===== src/rtl/iir_chan_sched.sv =====
// iir_chan_sched: round-robin scheduler in front of one shared shift-add unit.
// It evaluates y = x + y/2 + y/16 for up to CH channels, one sample at a time.
// Each channel's recursive state lives in a small register file.
//
// Handshake: a channel raises req[c] and holds req[c] and its x_bus slice
// stable until it sees ack[c], a one-cycle registered pulse issued on the
// grant edge. If req[c] is still high in the cycle after ack, that counts as
// a new request. Dropping req[c] before ack withdraws the request and has no
// side effects. y_valid is a one-cycle pulse with no back-pressure; y_out and
// y_ch are valid only while it is high.
module iir_chan_sched #(
    parameter int W  = 14,
    parameter int CH = 4,
    localparam int CW = $clog2(CH)
) (
    input  logic                  clk,
    input  logic                  reset,
    input  logic [CH-1:0]         req,
    input  logic [CH*(W+1)-1:0]   x_bus,
    input  logic                  flush,
    output logic [CH-1:0]         ack,
    output logic                  busy,
    output logic [W:0]            y_out,
    output logic [CW-1:0]         y_ch,
    output logic                  y_valid,
    output logic [1:0]            dbg_state_o
);

    typedef enum logic [1:0] {
        IDLE  = 2'd0,
        ADD1  = 2'd1,
        ADD2  = 2'd2,
        WRITE = 2'd3
    } state_t;

    state_t state_q, state_d;

    logic [CW-1:0]        ptr_q, ptr_d;
    logic [CW-1:0]        ch_q, ch_d;
    logic signed [W:0]    x_q, x_d;
    logic signed [W:0]    y_q, y_d;
    logic signed [W:0]    acc_q, acc_d;
    logic [CH-1:0]        ack_q, ack_d;
    logic signed [W:0]    yout_q, yout_d;
    logic [CW-1:0]        ych_q, ych_d;
    logic                 yvalid_q, yvalid_d;
    logic signed [W:0]    mem_q [CH];

    logic                 clr_all;
    logic                 wr_en;
    logic                 gnt_found;
    logic [CW-1:0]        gnt_idx;
    logic [CW-1:0]        cand;

    // Round-robin search: the first requester at or after ptr+1 (mod CH) wins.
    always_comb begin
        gnt_found = 1'b0;
        gnt_idx   = '0;
        cand      = '0;
        for (int k = 1; k <= CH; k++) begin
            cand = CW'((int'(ptr_q) + k) % CH);
            if (!gnt_found && req[cand]) begin
                gnt_found = 1'b1;
                gnt_idx   = cand;
            end
        end
    end

    // Next-state and datapath control for the four-step sequence.
    always_comb begin
        state_d  = state_q;
        ptr_d    = ptr_q;
        ch_d     = ch_q;
        x_d      = x_q;
        y_d      = y_q;
        acc_d    = acc_q;
        ack_d    = '0;
        yout_d   = yout_q;
        ych_d    = ych_q;
        yvalid_d = 1'b0;
        clr_all  = 1'b0;
        wr_en    = 1'b0;
        case (state_q)
            IDLE: begin
                if (flush) begin
                    // flush beats any request arriving in the same cycle
                    clr_all = 1'b1;
                end else if (gnt_found) begin
                    x_d              = $signed(x_bus[int'(gnt_idx)*(W+1) +: (W+1)]);
                    y_d              = mem_q[gnt_idx];
                    ch_d             = gnt_idx;
                    ptr_d            = gnt_idx;
                    ack_d[gnt_idx]   = 1'b1;
                    state_d          = ADD1;
                end
            end
            ADD1: begin
                acc_d   = x_q + (y_q >>> 1);
                state_d = ADD2;
            end
            ADD2: begin
                acc_d   = acc_q + (y_q >>> 4);
                state_d = WRITE;
            end
            WRITE: begin
                // write-back lands on the same edge that returns to IDLE, so
                // an immediate re-grant of this channel reads the new state
                wr_en    = 1'b1;
                yout_d   = acc_q;
                ych_d    = ch_q;
                yvalid_d = 1'b1;
                state_d  = IDLE;
            end
            default: state_d = IDLE;
        endcase
    end

    // Control and datapath registers; ptr resets to CH-1 so channel 0 wins first.
    always_ff @(posedge clk or posedge reset) begin
        if (reset) begin
            state_q  <= IDLE;
            ptr_q    <= CW'(CH - 1);
            ch_q     <= '0;
            x_q      <= '0;
            y_q      <= '0;
            acc_q    <= '0;
            ack_q    <= '0;
            yout_q   <= '0;
            ych_q    <= '0;
            yvalid_q <= 1'b0;
        end else begin
            state_q  <= state_d;
            ptr_q    <= ptr_d;
            ch_q     <= ch_d;
            x_q      <= x_d;
            y_q      <= y_d;
            acc_q    <= acc_d;
            ack_q    <= ack_d;
            yout_q   <= yout_d;
            ych_q    <= ych_d;
            yvalid_q <= yvalid_d;
        end
    end

    // Per-channel filter state: cleared by reset or flush, updated in WRITE.
    always_ff @(posedge clk or posedge reset) begin
        if (reset) begin
            for (int i = 0; i < CH; i++) mem_q[i] <= '0;
        end else if (clr_all) begin
            for (int i = 0; i < CH; i++) mem_q[i] <= '0;
        end else if (wr_en) begin
            mem_q[ch_q] <= acc_q;
        end
    end

    assign ack         = ack_q;
    assign busy        = (state_q != IDLE);
    assign y_out       = yout_q;
    assign y_ch        = ych_q;
    assign y_valid     = yvalid_q;
    assign dbg_state_o = state_q;

endmodule


===== config.mk =====
export PLATFORM = sky130hd
export DESIGN_NAME = iir_chan_sched
export DESIGN_NICKNAME = d
export VERILOG_FILES = /design/src/rtl/iir_chan_sched.sv
export SDC_FILE = /design/constraint.sdc
export NUM_CORES = 1
export LEC_CHECK = 0
export BUFFER_PORTS_ARGS = -buffer_cell sky130_fd_sc_hd__clkbuf_2
export CELL_PAD_IN_SITES_DETAIL_PLACEMENT = 0
export CELL_PAD_IN_SITES_GLOBAL_PLACEMENT = 2
export CORE_MARGIN = 2
export CORE_UTILIZATION = 37
export CTS_CLUSTER_DIAMETER = 40
export CTS_CLUSTER_SIZE = 20
export DETAILED_ROUTE_END_ITERATION = 12
export PLACE_DENSITY_LB_ADDON = 0.08
export SKIP_CTS_REPAIR_TIMING = 1
export SLEW_MARGIN = 10
export SYNTH_ARGS = -nofsm -noshare
export SYNTH_HDL_FRONTEND = slang
export SYNTH_SLANG_ARGS = --single-unit

===== constraint.sdc =====
create_clock -name clk -period 4.65 [get_ports clk]
set_clock_uncertainty 0.15 [all_clocks]
set_input_delay 0 -clock clk [delete_from_list [all_inputs] [get_ports clk]]
set_output_delay 0 -clock clk [all_outputs]
set_load 0.01 [all_outputs]

==> results by group <==
Power
  • Switch share: 42.15%
  • Part of the power in the clock network: 21.7%
  • Combinational share of power: 47.7%
  • Part of the power in registers: 30.6%
  • NetSw: 2.816 mW
  • Leak: 4.192 nW
  • Pwr Density: 766.4 nW/um^2
  • Internal power: 3.866 mW
  • VDD IR max: 0.3538 mV

Run status
  • Outcome: complete, but fails checks
  • Failing checks: negative hold slack

Worst setup path
  • Launching element type of the critical path: flop
  • Critical path arrival: 3.41 ns
  • FF-to-FF Start: ptr_q[1]$_DFFE_PP1P_
  • Nature of the critical path endpoint: flop
  • Worst Reg-to-Reg Cells: 8
  • CP Max Fanout: 45
  • Worst R2R Setup Slack: roughly 1.4 ns
  • Critical path class: flop to flop
  • CP endpoint: x_q[6]$_DFFE_PP0P_
  • CP startpoint: ptr_q[1]$_DFFE_PP1P_
  • Critical path required time: ~4.8 ns
  • Reg-to-reg critical path endpoint: x_q[6]$_DFFE_PP0P_

Placement
  • Post-detail-place hpwl: 13940 um
  • Routability Congestion: 0.8386
  • Port Buffer Count: 91
  • Area post-placement: 7830 um^2

Timing
  • Final hold violations: 6
  • Final period utilization: 69.96%
  • Worst slew pin tran: ~1.2 ns
  • Max Fclk: 307.4 MHz
  • Sum Neg Setup Slack: 0 ns
  • Min Tclk post-route: 3.253 ns
  • Unrepaired setup endpoints after global routing: false
  • Fin. max-slew vios: 0
  • Worst slew margin: between 10% and 20%
  • Min Hold Slack: -0.07009 ns
  • Setup violators final: 0

Cells and area
  • Synth-to-Final Area Change: 22.01%
  • Share of layout cells above drive strength 1: a little under a fifth
  • Commonest non-fill, non-tap cell in the layout: dfrtp_1
  • Final net count: between 800 and 900
  • Most frequent cells in the layout: dfrtp_1, clkbuf_2, a211oi_1
  • Antenna Cells: 0
  • Finished Cell Area: slightly below 9000 um^2

Floorplanning
  • Die Ht: 143.0 um
  • Std-Cell Rows: 50
  • Ports: 92
  • Starting density of the core: 37.95%
  • Core footprint: 18830 um^2
  • Die area: 20440 um^2
  • Die X: about 140 um

Global route
  • Total Routing Usage GR: between 20% and 30%
  • Vias in the first global route: 5728
  • Grt total ovfl: 0
  • First-pass GRT wire length: 31570 um
  • Initial antenna violation count: 0
  • Largest net degree at the start of global routing: 64

Routing
  • Vias/cell: 5.442
  • Drt wl/cell: 18.58 um
  • First drt pass iteration count: 4
  • Initial DRC count: around 320
  • WL final: 19910 um
  • Via count: 5834
  • DRC violations left: 0
  • Top sig layer: met4
  • Met3 wire length: slightly above 700 um
  • Antenna-violating nets left: 0
  • Met2 wire length: 9170 um
  • Metal-1 WL: approximately 9700 um

Synth
  • Post-Syn Area: 7146 um^2
  • Netlist cell types: 55
  • Main synth FF type: dfrtp_1
  • Mean Syn Cell Area: between 10 and 15 um^2
  • YS warnings: 0
  • Post-Synthesis Cells: 699
  • Sequential share of the synthesized area: between 40% and 50%
  • Number of synthesized register bits: 128
  • Post-synth top area share: 44.13%
  • Number of synthesized flops with an enable pin: 0
  • Post-synth ARST share: between 90% and 100%
  • Synthesized Nets: 799
  • Top cells by area, synth: dfrtp_1, a211oi_1, a32o_1
  • Cell taking the most area after synthesis: dfrtp_1

Clock network
  • Clock transition at path regs: around 0.06 ns
  • Root buf cell: clkbuf_16
  • CTS tree: yes
  • Total clock sinks: 128
  • Total CTS buffers: 17
  • H-tree depth: 4
  • Worst-Skew Late Latency: 0.42 ns
  • CTS max path bufs: 2

Min path
  • Hold WC Path Type: input port to flop
  • Hold_sp: x_bus[20]

Flow run
  • Number of max-cap violations: 0
[kinds of logic after synthesis]
| kind of cell | Yosys count | share of synthesized area (%) |
|---|---|---|
| adder cells (fa/ha/maj) | 33 | 5.988 |
| flip-flops | 128 | 44.86 |
| AO/OA/AOI/OAI | 257 | 26.70 |
| XOR/XNOR | 18 | 2.206 |
| buffers and inverters | 81 | 4.903 |
| multiplexers | 39 | 5.533 |
| AND/OR/NAND/NOR | 143 | 9.806 |
[metrics by stage]
step                hold WS [ns]  util (%)  std cells  setup WS (ns)  power (mW)
detailed placement       -0.1744     41.58       1015          1.792       5.206
global placement         -0.1790     41.58       1015          1.854       5.186
finish                  -0.07009     46.30       1072          1.397       6.682
floorplan                0.08903         -        699          1.091       4.289
CTS                      -0.6242     44.97       1047          1.754       6.692
global route           0.0002118     46.30       1072          1.230       7.211
[critical path, cell delays in order, from the launching register on]
cell and delay [ns]:
dfstp_2 0.62, a31oi_1 0.15, a21oi_4 0.14, buf_4 0.45, mux2i_1 0.23, dlygate4sd3_1 0.56
a211oi_1 0.07, dlygate4sd3_1 0.58, a21o_1 0.15
[power by group through the flow]
stage / Sequential, mW / Clock, mW / Combinational [mW]
2_1_floorplan: 1.91 / 0 / 2.38
3_3_place_gp: 2.06 / 0 / 3.13
3_5_place_dp: 2.07 / 0 / 3.13
4_1_cts: 2.06 / 1.47 / 3.17
5_1_grt: 2.11 / 1.52 / 3.57
6_report: 2.05 / 1.45 / 3.19
[routing by layer]
| metal | vias up | global-route usage [%] |
|---|---|---|
| met1 | 2878 | 28.17 |
| met2 | 120 | 31.83 |
| li1 | 2814 | - |
| met4 | 0 | 6.253 |
| met5 | - | 0 |
| met3 | 22 | 3.253 |
[cells in the mapped netlist, types with 3 or more instances]
cell type,number
clkbuf_1,36
mux2i_1,35
mux2_2,3
nor3b_1,4
ha_1,31
a21o_1,40
xnor2_1,9
nor2_1,25
buf_2,6
nand3_1,6
or3_1,4
o21bai_1,3
o21ai_0,43
xor2_1,9
nand2_1,51
nor2b_1,30
o21a_1,5
o221ai_1,3
inv_1,33
a32o_1,42
a31oi_1,9
o31ai_1,3
nand2b_1,7
nor3_1,6
a211oi_1,61
a21oi_1,27
and2b_1,4
and3_1,3
dfrtp_1,126
[flip-flops by register name (all words and copies together) (netlist names), 4 cells and up]
signal  cells
y_q        14
mem_q      56
ack         4
y_out      15
acc_q      15
x_q        15
[area by class of cell]
cell class	instances	area, um^2
clock inverter	12	181.4
inverter	34	130.1
clock buffer	20	456.7
timing repair buffer	128	795.8
sequential	128	3206
multi-input combinational	490	3623
tap	260	325.3
fill	1817	10110
[worst min path at each step]
| stage | end | depth (start not counted) |
|---|---|---|
| floorplan | ptr_q[1]$_DFFE_PP1P_ | 3 |
| global placement | mem_q[11]$_DFFE_PP0P_ | 2 |
| detailed placement | mem_q[11]$_DFFE_PP0P_ | 2 |
| CTS | mem_q[11]$_DFFE_PP0P_ | 2 |
| global route | x_q[4]$_DFFE_PP0P_ | 4 |
| finish | x_q[5]$_DFFE_PP0P_ | 4 |
No activity file was read; power rests on OpenSTA's default activity.
